`src/rtl/imem_loader.sv`:
```
// imem_loader: writer side of the instruction memory.
// Receives a framed little-endian byte stream
//   SYNC_BYTE, word_count[4 bytes], words[4*word_count bytes], xor checksum
// assembles 32-bit words and writes them into the instruction memory.
// The core is held in reset until a full, checksum-verified program is loaded.
//
// Ports:
//   clk, reset            clock, synchronous active-high reset
//   rx_valid/rx_data      incoming byte stream
//   rx_ready              loader accepts a byte (depends on state only)
//   imem_we/addr/wdata    instruction-memory write port, one-cycle strobe
//   core_reset            high until the load succeeds
//   busy                  frame in progress (COUNT, DATA, CSUM)
//   done / err            sticky load success / failure
module imem_loader #(
  parameter logic [31:0] BASE_ADDR = 32'h0000_0000,
  parameter int unsigned MAX_WORDS = 256,
  parameter int unsigned TIMEOUT   = 1000000,
  parameter logic [7:0]  SYNC_BYTE = 8'hA5
) (
  input  logic        clk,
  input  logic        reset,
  input  logic        rx_valid,
  input  logic [7:0]  rx_data,
  output logic        rx_ready,
  output logic        imem_we,
  output logic [31:0] imem_addr,
  output logic [31:0] imem_wdata,
  output logic        core_reset,
  output logic        busy,
  output logic        done,
  output logic        err
);

  localparam int unsigned TW = $clog2(TIMEOUT + 1);

  typedef enum logic [2:0] {
    IDLE,
    COUNT,
    DATA,
    CSUM,
    DONE,
    ERR
  } state_t;

  state_t         state_q, state_d;
  logic [1:0]     bidx_q, bidx_d;
  logic [31:0]    wcnt_q, wcnt_d;
  logic [31:0]    widx_q, widx_d;
  logic [31:0]    sh_q, sh_d;
  logic [7:0]     csum_q, csum_d;
  logic [TW-1:0]  tmo_q, tmo_d;
  logic           we_q, we_d;
  logic [31:0]    addr_q, addr_d;
  logic [31:0]    wdata_q, wdata_d;
  logic           xfer;

  assign rx_ready   = (state_q != DONE) && (state_q != ERR);
  assign busy       = (state_q == COUNT) || (state_q == DATA) || (state_q == CSUM);
  assign done       = (state_q == DONE);
  assign err        = (state_q == ERR);
  assign core_reset = (state_q != DONE);
  assign imem_we    = we_q;
  assign imem_addr  = addr_q;
  assign imem_wdata = wdata_q;
  assign xfer       = rx_valid && rx_ready;

  always_ff @(posedge clk) begin
    if (reset) begin
      state_q <= IDLE;
      bidx_q  <= '0;
      wcnt_q  <= '0;
      widx_q  <= '0;
      sh_q    <= '0;
      csum_q  <= '0;
      tmo_q   <= '0;
      we_q    <= 1'b0;
      addr_q  <= BASE_ADDR;
      wdata_q <= '0;
    end else begin
      state_q <= state_d;
      bidx_q  <= bidx_d;
      wcnt_q  <= wcnt_d;
      widx_q  <= widx_d;
      sh_q    <= sh_d;
      csum_q  <= csum_d;
      tmo_q   <= tmo_d;
      we_q    <= we_d;
      addr_q  <= addr_d;
      wdata_q <= wdata_d;
    end
  end

  always_comb begin
    state_d = state_q;
    bidx_d  = bidx_q;
    wcnt_d  = wcnt_q;
    widx_d  = widx_q;
    sh_d    = sh_q;
    csum_d  = csum_q;
    tmo_d   = tmo_q;
    we_d    = 1'b0;
    addr_d  = addr_q;
    wdata_d = wdata_q;

    // Idle-cycle watchdog inside a frame; an accepted byte always clears it,
    // so a byte arriving on the terminal-count cycle wins.
    if (busy) begin
      if (xfer) begin
        tmo_d = '0;
      end else if (tmo_q == TW'(TIMEOUT - 1)) begin
        state_d = ERR;
      end else begin
        tmo_d = tmo_q + 1'b1;
      end
    end

    case (state_q)
      IDLE: begin
        if (xfer && (rx_data == SYNC_BYTE)) begin
          state_d = COUNT;
          csum_d  = '0;
          bidx_d  = '0;
          tmo_d   = '0;
          widx_d  = '0;
        end
      end
      COUNT: begin
        if (xfer) begin
          csum_d = csum_q ^ rx_data;
          wcnt_d = {rx_data, wcnt_q[31:8]};
          bidx_d = bidx_q + 2'd1;
          if (bidx_q == 2'd3) begin
            if ((wcnt_d == '0) || (wcnt_d > MAX_WORDS)) state_d = ERR;
            else                                        state_d = DATA;
          end
        end
      end
      DATA: begin
        if (xfer) begin
          csum_d = csum_q ^ rx_data;
          sh_d   = {rx_data, sh_q[31:8]};
          bidx_d = bidx_q + 2'd1;
          if (bidx_q == 2'd3) begin
            we_d    = 1'b1;
            addr_d  = BASE_ADDR + (widx_q << 2);
            wdata_d = sh_d;
            widx_d  = widx_q + 32'd1;
            if (widx_q == wcnt_q - 32'd1) state_d = CSUM;
          end
        end
      end
      CSUM: begin
        if (xfer) begin
          state_d = (rx_data == csum_q) ? DONE : ERR;
        end
      end
      default: ;
    endcase
  end

endmodule

```
`config.mk`:
```
export PLATFORM = sky130hd
export DESIGN_NAME = imem_loader
export DESIGN_NICKNAME = d
export VERILOG_FILES = /design/src/rtl/imem_loader.sv
export SDC_FILE = /design/constraint.sdc
export NUM_CORES = 1
export LEC_CHECK = 0
export ABC_AREA = 1
export CAP_MARGIN = 15
export CORE_MARGIN = 3
export CORE_UTILIZATION = 62
export CTS_BUF_LIST = sky130_fd_sc_hd__clkbuf_4 sky130_fd_sc_hd__clkbuf_8
export DETAILED_ROUTE_END_ITERATION = 10
export PLACE_DENSITY = 0.95
export REMOVE_ABC_BUFFERS = 1
export SYNTH_ARGS = -nofsm -noshare
export SYNTH_HDL_FRONTEND = slang
export SYNTH_SLANG_ARGS = --single-unit
```
`constraint.sdc`:
```
create_clock -name clk -period 2.85 [get_ports clk]
set_input_delay 0.4275 -clock clk [delete_from_list [all_inputs] [get_ports clk]]
set_output_delay 0.4275 -clock clk [all_outputs]
set_load 0.05 [all_outputs]
```
## Word level (Yosys, flattened, before mapping)

Cells that the tools add are included.

- ROM bits: 0
- RAM bits: 0
- Flip-flop bits (word level): 192
- Bits in latches: 0
- Memories kept: 0
- Input bits: 11
- Output and inout port bits: 70
- Word-level logic and storage cells: 80

- Multipliers: 0
- $lt $le $gt $ge: 1
- Bitwise operators: 3
- Divide/modulo/power cells: 0
- Reductions and logical operators: 17
- Muxes and demuxes: 29
- Equality and inequality tests: 16
- $add $sub $neg: 4
- Shift operators: 0

Operator list:

| kind | count |
|---|---|
| $mux W20 | 5 |
| $mux W32 | 3 |
| $pmux W32 S2 | 1 |
| $mux W3 | 11 |
| $add A32 B1 Y32 const B | 1 |
| $eq A32 B32 Y1 | 1 |
| $gt A32 B9 Y1 const B | 1 |
| $logic_not A32 Y1 | 1 |
| $sub A32 B1 Y32 const B | 1 |
| $add A20 B1 Y20 const B | 1 |
| $eq A20 B20 Y1 const B | 1 |
| $mux W8 | 2 |
| $pmux W8 S2 | 1 |
| $pmux W3 S4 | 1 |
| $eq A8 B8 Y1 | 1 |
| $eq A8 B8 Y1 const B | 1 |
| $xor A8 B8 Y8 | 1 |
| $eq A3 B2 Y1 const B | 2 |
| $eq A3 B3 Y1 const B | 2 |
| $ne A3 B3 Y1 const B | 2 |
| $reduce_and A3 Y1 | 2 |
| $mux W2 | 2 |
| $ne A2 B1 Y1 const B | 2 |
| $ne A2 B2 Y1 const B | 2 |
| 14 further kinds | 22 |

## Longest topological paths before layout

Gate-level depths: netlist of the first run.

- Depth after elaboration: 9
- Mapped depth: 16
- Gate-level depth less buffers: 16

## Least setup slack after synthesis of the first run

Ideal clock, no wire load.

- Kind: register to output
- Start point: reg state_q[2]
- End point: out core_reset
- Path buffers: 0
- Arrival: 1.713 ns
- Cell stages (with the launch flop): 4
- Slack: 0.710 ns
- Path through: dfxtp_1 inv_2 nor2_1 inv_1

- Word-level cells in the longest chain between the ends: 1

RTL lines:

| what | RTL line | source |
|---|---|---|
| start, declared | 46 | `state_t state_q, state_d;` |
| start signal, assigned | 81 | `state_q <= state_d;` |
| $ne A3 B3 Y1 | 62 | `assign core_reset = (state_q != DONE);` |
| end, declared | 29 | `output logic core_reset,` |

No other way between the ends.

## Final worst setup path of the first run

- Start point: reg state_q[2]
- End point: out done

- Word-level cells in the longest chain between the ends: 1

RTL lines:

| what | RTL line | source |
|---|---|---|
| $eq A3 B3 Y1 | 60 | `assign done = (state_q == DONE);` |
| end, declared | 31 | `output logic done,` |

No other way between the ends.

==> impl_results.md, run 1 <==
* Setup WS pre-CTS at 81.7 ps
* Min-delay src: sh_q[28]$_SDFFE_PP0P_
* Max Freq at around 400 MHz
* Synth Cell Area at between 0.009 and 0.01 sq mm
* Hpwl dp at ~19000 um
* EDFF count, synth at 0
* Layout area overhead at 14.5%
* Core Region at ~0.014 sq mm
* Vert. Die Dim at between 100 and 150 um
* Status: finished clean
* RSZ-0062 raised after global routing: no
* First-pass GRT wire length at about 43000 um
* Worst Tran Pin Value at approximately 840 ps
* Gr usage total at 0.324
* Placed inst area at roughly 0.01 sq mm
* CTS Buf Count at 17
* DR WL/cell at between 15 and 20 um
* Clk buf depth at 2
* Worst hold path type: flop to flop
* Number of diodes at 0
* Leak pwr at between 4 and 5 nW
* Clk sinks at approximately 180
* Via/cell ratio at between 5 and 6
* Die area at ~0.016 sq mm
* CTS clock-pin slew for the worst setup and hold paths at around 110 ps
* Crit Path Class: flop to output pin
* I/O Buffers at 78
* Synth unique cells at 42
* Slowest CP cell: clkdlybuf4s50_1
* Top cells by area, synth: dfxtp_1 (40%), nand2_1 (10%), nor2_1 (8.7%)
* Post-CTS setup buffer count at 0
* Arrival time worst endpoint at between 2000 and 2500 ps
* Site row count at 43
* Seq/Total Area, Yosys at 0.404
* Ys Warns at 0
* # fillers at about 1100
* Max VDD drop at 0.493 mV
* Syn Area/Cell at 6.82 sq um
* Slew HR at 0.443
* Final Non-Filler Cells at about 1600
* Die Width at ~130 um
* Area share of the largest cell type after synthesis at 0.404
* Initial Utilization at 0.645
* Vias in the first global route at around 8600
* Fin crit share at 0.885
* Power Dens Cells at around 420 mW/mm^2
* Max_cap viols at 0
* Worst R2R Start: wcnt_q[0]$_SDFFE_PP0P_
* Critical path required time at approximately 2400 ps
* Ys async rst share at 0
* Vias at 9359
* Endpoints failing hold at 0
* I/O Pins at roughly 80
* Critical path capture point type: output pin
* CTS tree: built
* CTS resizes at 0
* Pins Over Slew Limit at 0
* Root Buffer: clkbuf_8
* Finished Cell Area at 0.0104 sq mm
* DRC errors left at 0
* Clk_lat worst skew at around 480 ps
* GRT overflow at 0
* First DRT Iteration DRCs at approximately 1000
* Post-DRT Antenna Nets at 0
* Multi-input gate area at 0.00469 sq mm
* Top_reg_cell synth: dfxtp_1
* CP peak stage delay at 820 ps
* Net count reported at finish at about 1400
* Worst Skew at about 18 ps
* Drt first pass iters at 5
* Final Power at roughly 0.0044 W
* Total Wirelength at between 20000 and 30000 um
* Pin count of the biggest net entering global routing at between 100 and 150
* Min cycle time layout at about 2500 ps
* GP Congestion at about 1
* Worst Setup SP: state_q[2]$_SDFF_PP0_
* Critical path, cell by cell: inv_2, nor2_1, clkdlybuf4s50_1
* Worst-path fanout max at 8
* Final setup TNS at 0 ps
* Synth Register Bits at around 180
* FF/Latch Area at ~0.0037 sq mm
* Placed insts at ~1600
* Syn Inst Count at around 1300
* Fin worst setup slack at 329 ps
* Cell accounting for the most synthesized area: dfxtp_1
* CP Launch Type: flop
* Share of layout cells above drive strength 1 at 0.0574
* R2R Setup Slk at around 330 ps
* CTS Hold Bufs at 0
* H-tree depth at 4
* Final Setup Violations at 0
* Antenna violations before repair at 0
## where the power goes
part           total [W]  switching (W)  internal (W)  leakage [nW]
sequential       0.00257     0.00000175       0.00257          1.48
combinational   0.000147       0.000102     0.0000453          2.79
clock            0.00172        0.00106      0.000656         0.189
total            0.00444        0.00116       0.00327          4.46
## flip-flops by register name, summed over array words and instances, names as in the netlist
signal / flops
tmo_q: 20
wcnt_q: 32
csum_q: 8
imem_we: 1
bidx_q: 2
state_q: 3
imem_wdata: 32
sh_q: 24
widx_q: 32
imem_addr: 30
## cells in the final DEF, fill, tap and decap left out, types with 12 or more instances in the layout
cell / n
clkdlybuf4s50_1: 77
xnor2_1: 16
nand2_1: 242
inv_2: 12
o21ai_0: 139
nor3_1: 29
a21oi_1: 119
xor2_1: 32
inv_1: 130
nand3_1: 55
buf_4: 14
dfxtp_1: 184
nor4_1: 16
nor2_1: 211
nand4_1: 32
clkbuf_8: 17
## layout make-up
class | count | share of cell area
timing repair buffer | 94 | 0.0889
multi-input combinational | 958 | 0.449
sequential | 184 | 0.353
inverter | 144 | 0.0517
tap | 180 | 0.0216
clock inverter | 14 | 0.0128
clock buffer | 18 | 0.0231
## critical path, delay by kind of cell, from the launching register on
family,cells,cell delay [ps]
buffers and inverters,2,950
flip-flops,1,510
AND/OR/NAND/NOR,1,160
## kinds of logic after synthesis
logic type | count (synthesis) | synth area share
simple gates | 616 | 0.297
compound gates | 288 | 0.165
buf+inv | 196 | 0.0826
flops | 184 | 0.404
xor+xnor | 48 | 0.0461
fa+ha+maj | 4 | 0.00549
other cells | 1 | 0.000411
## synth_stat cells, drive strengths merged, types with 4 or more instances
| master | n |
|---|---|
| a211oi | 5 |
| a21oi | 120 |
| a22oi | 10 |
| buf | 10 |
| clkbuf | 42 |
| dfxtp | 184 |
| ha | 4 |
| inv | 142 |
| nand2 | 245 |
| nand3 | 57 |
| nand3b | 8 |
| nand4 | 32 |
| nor2 | 221 |
| nor3 | 30 |
| nor4 | 17 |
| o21ai | 145 |
| xnor2 | 16 |
| xor2 | 32 |
## metal layers
layer / track usage / vias up / share of wire
li1: - / 4500 / -
met1: 0.432 / 4302 / 0.43
met2: 0.513 / 487 / 0.45
met3: 0.0723 / 70 / 0.089
met4: 0.129 / 0 / 0.029
met5: 0 / - / 0
## worst paths after layout
path              cells after the start                     to
setup reg to reg                     14  state_q[0]$_SDFF_PP0_
hold / removal                        2  sh_q[28]$_SDFFE_PP0P_
hold reg to reg                       2  sh_q[28]$_SDFFE_PP0P_
setup / recovery                      3                   done
## through the flow
stage	utilization	hold slack, ps
after floorplan	-	430
after global placement	0.711	454
after detailed placement	0.711	459
after CTS	0.738	474
after global routing	0.738	509
final	0.738	473
(Power assumes the default switching activity.)
==> inputs of run 2 (changes only) <==
--- a/config.mk
+++ b/config.mk
@@ -7,7 +7,6 @@
 export LEC_CHECK = 0
 export ABC_AREA = 1
 export CAP_MARGIN = 15
-export CORE_MARGIN = 3
 export CORE_UTILIZATION = 62
 export CTS_BUF_LIST = sky130_fd_sc_hd__clkbuf_4 sky130_fd_sc_hd__clkbuf_8
 export DETAILED_ROUTE_END_ITERATION = 10
==> run 2 against run 1 <==
Effect of this change: setup slack worse by 15 ps; critical path depth stayed put; largest cell class unchanged; non-clock buffer count shrank 1; core utilization increased by 0.26 points.
==> impl_results.md, run 2 (same netlist as run 1, synthesis figures left out) <==
* First DRT Iteration DRCs at 1078 (+6.0%)
* Die Width at 123 um (-3.1%)
* Hold Path Depth at 2 (unchanged)
* Power Dens Cells at 427 mW/mm^2 (+0.56%)
* RSZ-0062 raised after global routing: no
* Antenna violations before repair at 0 (unchanged)
* Commonest cells after routing, fill and taps aside: nand2_1 (242), nor2_1 (211), dfxtp_1 (184), o21ai_0 (139), inv_1 (130)
* Final Setup Violations at 0 (unchanged)
* Root Buffer: clkbuf_8
* Layout area overhead at 14.5% (about the same)
* Drt first pass iters at 8 (+3)
* Number of diodes at 0 (unchanged)
* Via/cell ratio at 5.95 (+1.3%)
* Net switching power of the design at 0.00104 W (-11%)
* Clk buf depth at 2 (unchanged)
* Critical path capture point type: output pin
* Min cycle time layout at 2540 ps (+14.8 ps)
* Worst hold path type: flop to flop
* Part of the power in registers at 0.576 (-0.004)
* Final hold slack at 486 ps (+13.5 ps)
* CTS Hold Bufs at 0 (unchanged)
* Die area at 0.0152 sq mm (-6.2%)
* DR WL/cell at 16.6 um (+2.2%)
* Worst-path fanout max at 8 (unchanged)
* Vias at 9461 (+1.1%)
* Critical path required time at 2420 ps (about the same)
* Fin crit share at 0.890 (+0.00520)
* GP Congestion at 0.997 (+1.7%)
* Max_cap viols at 0 (unchanged)
* Most common cell after layout, fill and taps aside: nand2_1
* Comb pwr share at 0.033 (about the same)
* Pin count of the biggest net entering global routing at 121 (unchanged)
* Switching Fraction at 0.233 (-0.0291)
* Vias in the first global route at 8721 (+0.96%)
* Clk_lat worst skew at 470 ps (about the same)
* Total Wirelength at 26300 um (+2.0%)
* Pins Over Slew Limit at 0 (unchanged)
* Status: finished clean
* I/O Buffers at 78 (unchanged)
* Net count reported at finish at 1413 (-0.071%)
* Leak pwr at 4.46 nW (about the same)
* H-tree depth at 4 (unchanged)
* Final setup TNS at 0 ps (unchanged)
* Endpoints failing hold at 0 (unchanged)
* Arrival time worst endpoint at 2110 ps (+20 ps)
* DRC errors left at 0 (unchanged)
* CTS tree: built
* Post-DRT Antenna Nets at 0 (unchanged)
* Worst Tran Pin Value at 814 ps (-22.1 ps)
* Max Freq at 394 MHz (-0.58%)
* Max VDD drop at 0.414 mV (-16%)
* Core Region at 0.0141 sq mm (-0.38%)
* Crit Path Class: flop to output pin
* Worst Skew at 10.4 ps (-7.61 ps)
* First-pass GRT wire length at 42900 um (about the same)
* Gr usage total at 0.363 (+0.0388)
* Clock network power share at 0.390 (+0.003)
* CTS clock-pin slew for the worst setup and hold paths at 90 ps (-20 ps)
* Clk sinks at 184 (unchanged)
* Initial Utilization at 0.647 (+0.00246)
* Slew HR at 0.457 (+0.0147)
* FF-to-FF path depth at 14 (unchanged)
* I/O Pins at 81 (unchanged)
* Power Internal at 0.00342 W (+4.5%)
* Site row count at 43 (unchanged)
* Vert. Die Dim at 123 um (-3.1%)
* CTS Buf Count at 17 (unchanged)
* CP Launch Type: flop
* # fillers at 1092 (-3.2%)
* Hpwl dp at 17900 um (-3.4%)
* Share of layout cells above drive strength 1 at 0.0554 (-0.00201)
* GRT overflow at 0 (unchanged)
-- run 2: changes by cell type in the layout (fill, tap and decap cells not counted), sizes merged --
cell,change
buf,-1
clkinv,+2
inv,-7
clkbuf,+1
bufinv,+2
-- run 2: final timing paths --
path                              startpoint  slack (ps)                    endpoint
setup reg to reg      wcnt_q[0]$_SDFFE_PP0P_         430       state_q[0]$_SDFF_PP0_
hold reg to reg   imem_wdata[9]$_SDFFE_PP0P_         490  imem_wdata[9]$_SDFFE_PP0P_
setup / recovery       state_q[2]$_SDFF_PP0_         310                        done
hold / removal    imem_wdata[9]$_SDFFE_PP0P_         490  imem_wdata[9]$_SDFFE_PP0P_
-- run 2: area by class of cell --
cell class	count	area [sq um]	area share
Multi-Input combinational cell	958	4690	0.449
Tap cell	180	225	0.0216
Clock inverter	11	125	0.0120
Sequential cell	184	3680	0.353
Timing Repair Buffer	93	921	0.0882
Inverter	144	541	0.0518
Clock buffer	19	255	0.0244
-- run 2: critical path, stage by stage, from the launching register on --
cell and delay (ps):
dfxtp_1 520, inv_2 130, nor2_1 150, clkdlybuf4s50_1 830
-- run 2: power by group through the flow --
stage | Clock (W) | Sequential (W) | Combinational [W]
6_report | 0.00174 | 0.00257 | 0.000148
2_1_floorplan | 0 | 0.00263 | 0.0000760
3_3_place_gp | 0 | 0.00263 | 0.000139
4_1_cts | 0.00174 | 0.00257 | 0.000143
3_5_place_dp | 0 | 0.00263 | 0.000141
5_1_grt | 0.00184 | 0.00257 | 0.000159
-- run 2: metal layers --
metal	track usage	share of wire	wire, um	vias to the layer above
met5	0	0	0	-
li1	-	-	-	4508
met1	0.461	0.41	10700	4285
met3	0.0798	0.098	2580	102
met2	0.575	0.46	12000	566
met4	0.191	0.039	1030	0
-- run 2: metrics by stage --
stage,std cells,total power [W],utilization,instance area (sq um),setup WS (ps)
after CTS,1589,0.00446,0.741,10400,17.1
final,1589,0.00446,0.741,10400,314
after detailed placement,1559,0.00277,0.714,10100,161
after global routing,1589,0.00457,0.741,10400,242
after global placement,1559,0.00277,0.714,10100,241
after floorplan,1286,0.00271,-,8910,-397
-- run 2: timing repair --
action	CTS	global route
gates resized for setup	0	1
buffers inserted	0	0
setup endpoints to repair	0	1
==> inputs of run 3 (changes only) <==
--- a/config.mk
+++ b/config.mk
@@ -12,6 +12,7 @@
 export DETAILED_ROUTE_END_ITERATION = 10
 export PLACE_DENSITY = 0.95
 export REMOVE_ABC_BUFFERS = 1
+export SLEW_MARGIN = 20
 export SYNTH_ARGS = -nofsm -noshare
 export SYNTH_HDL_FRONTEND = slang
 export SYNTH_SLANG_ARGS = --single-unit
==> results of run 3 <==
Same layout as run 2: the final DEF is identical, and so are final timing and power.
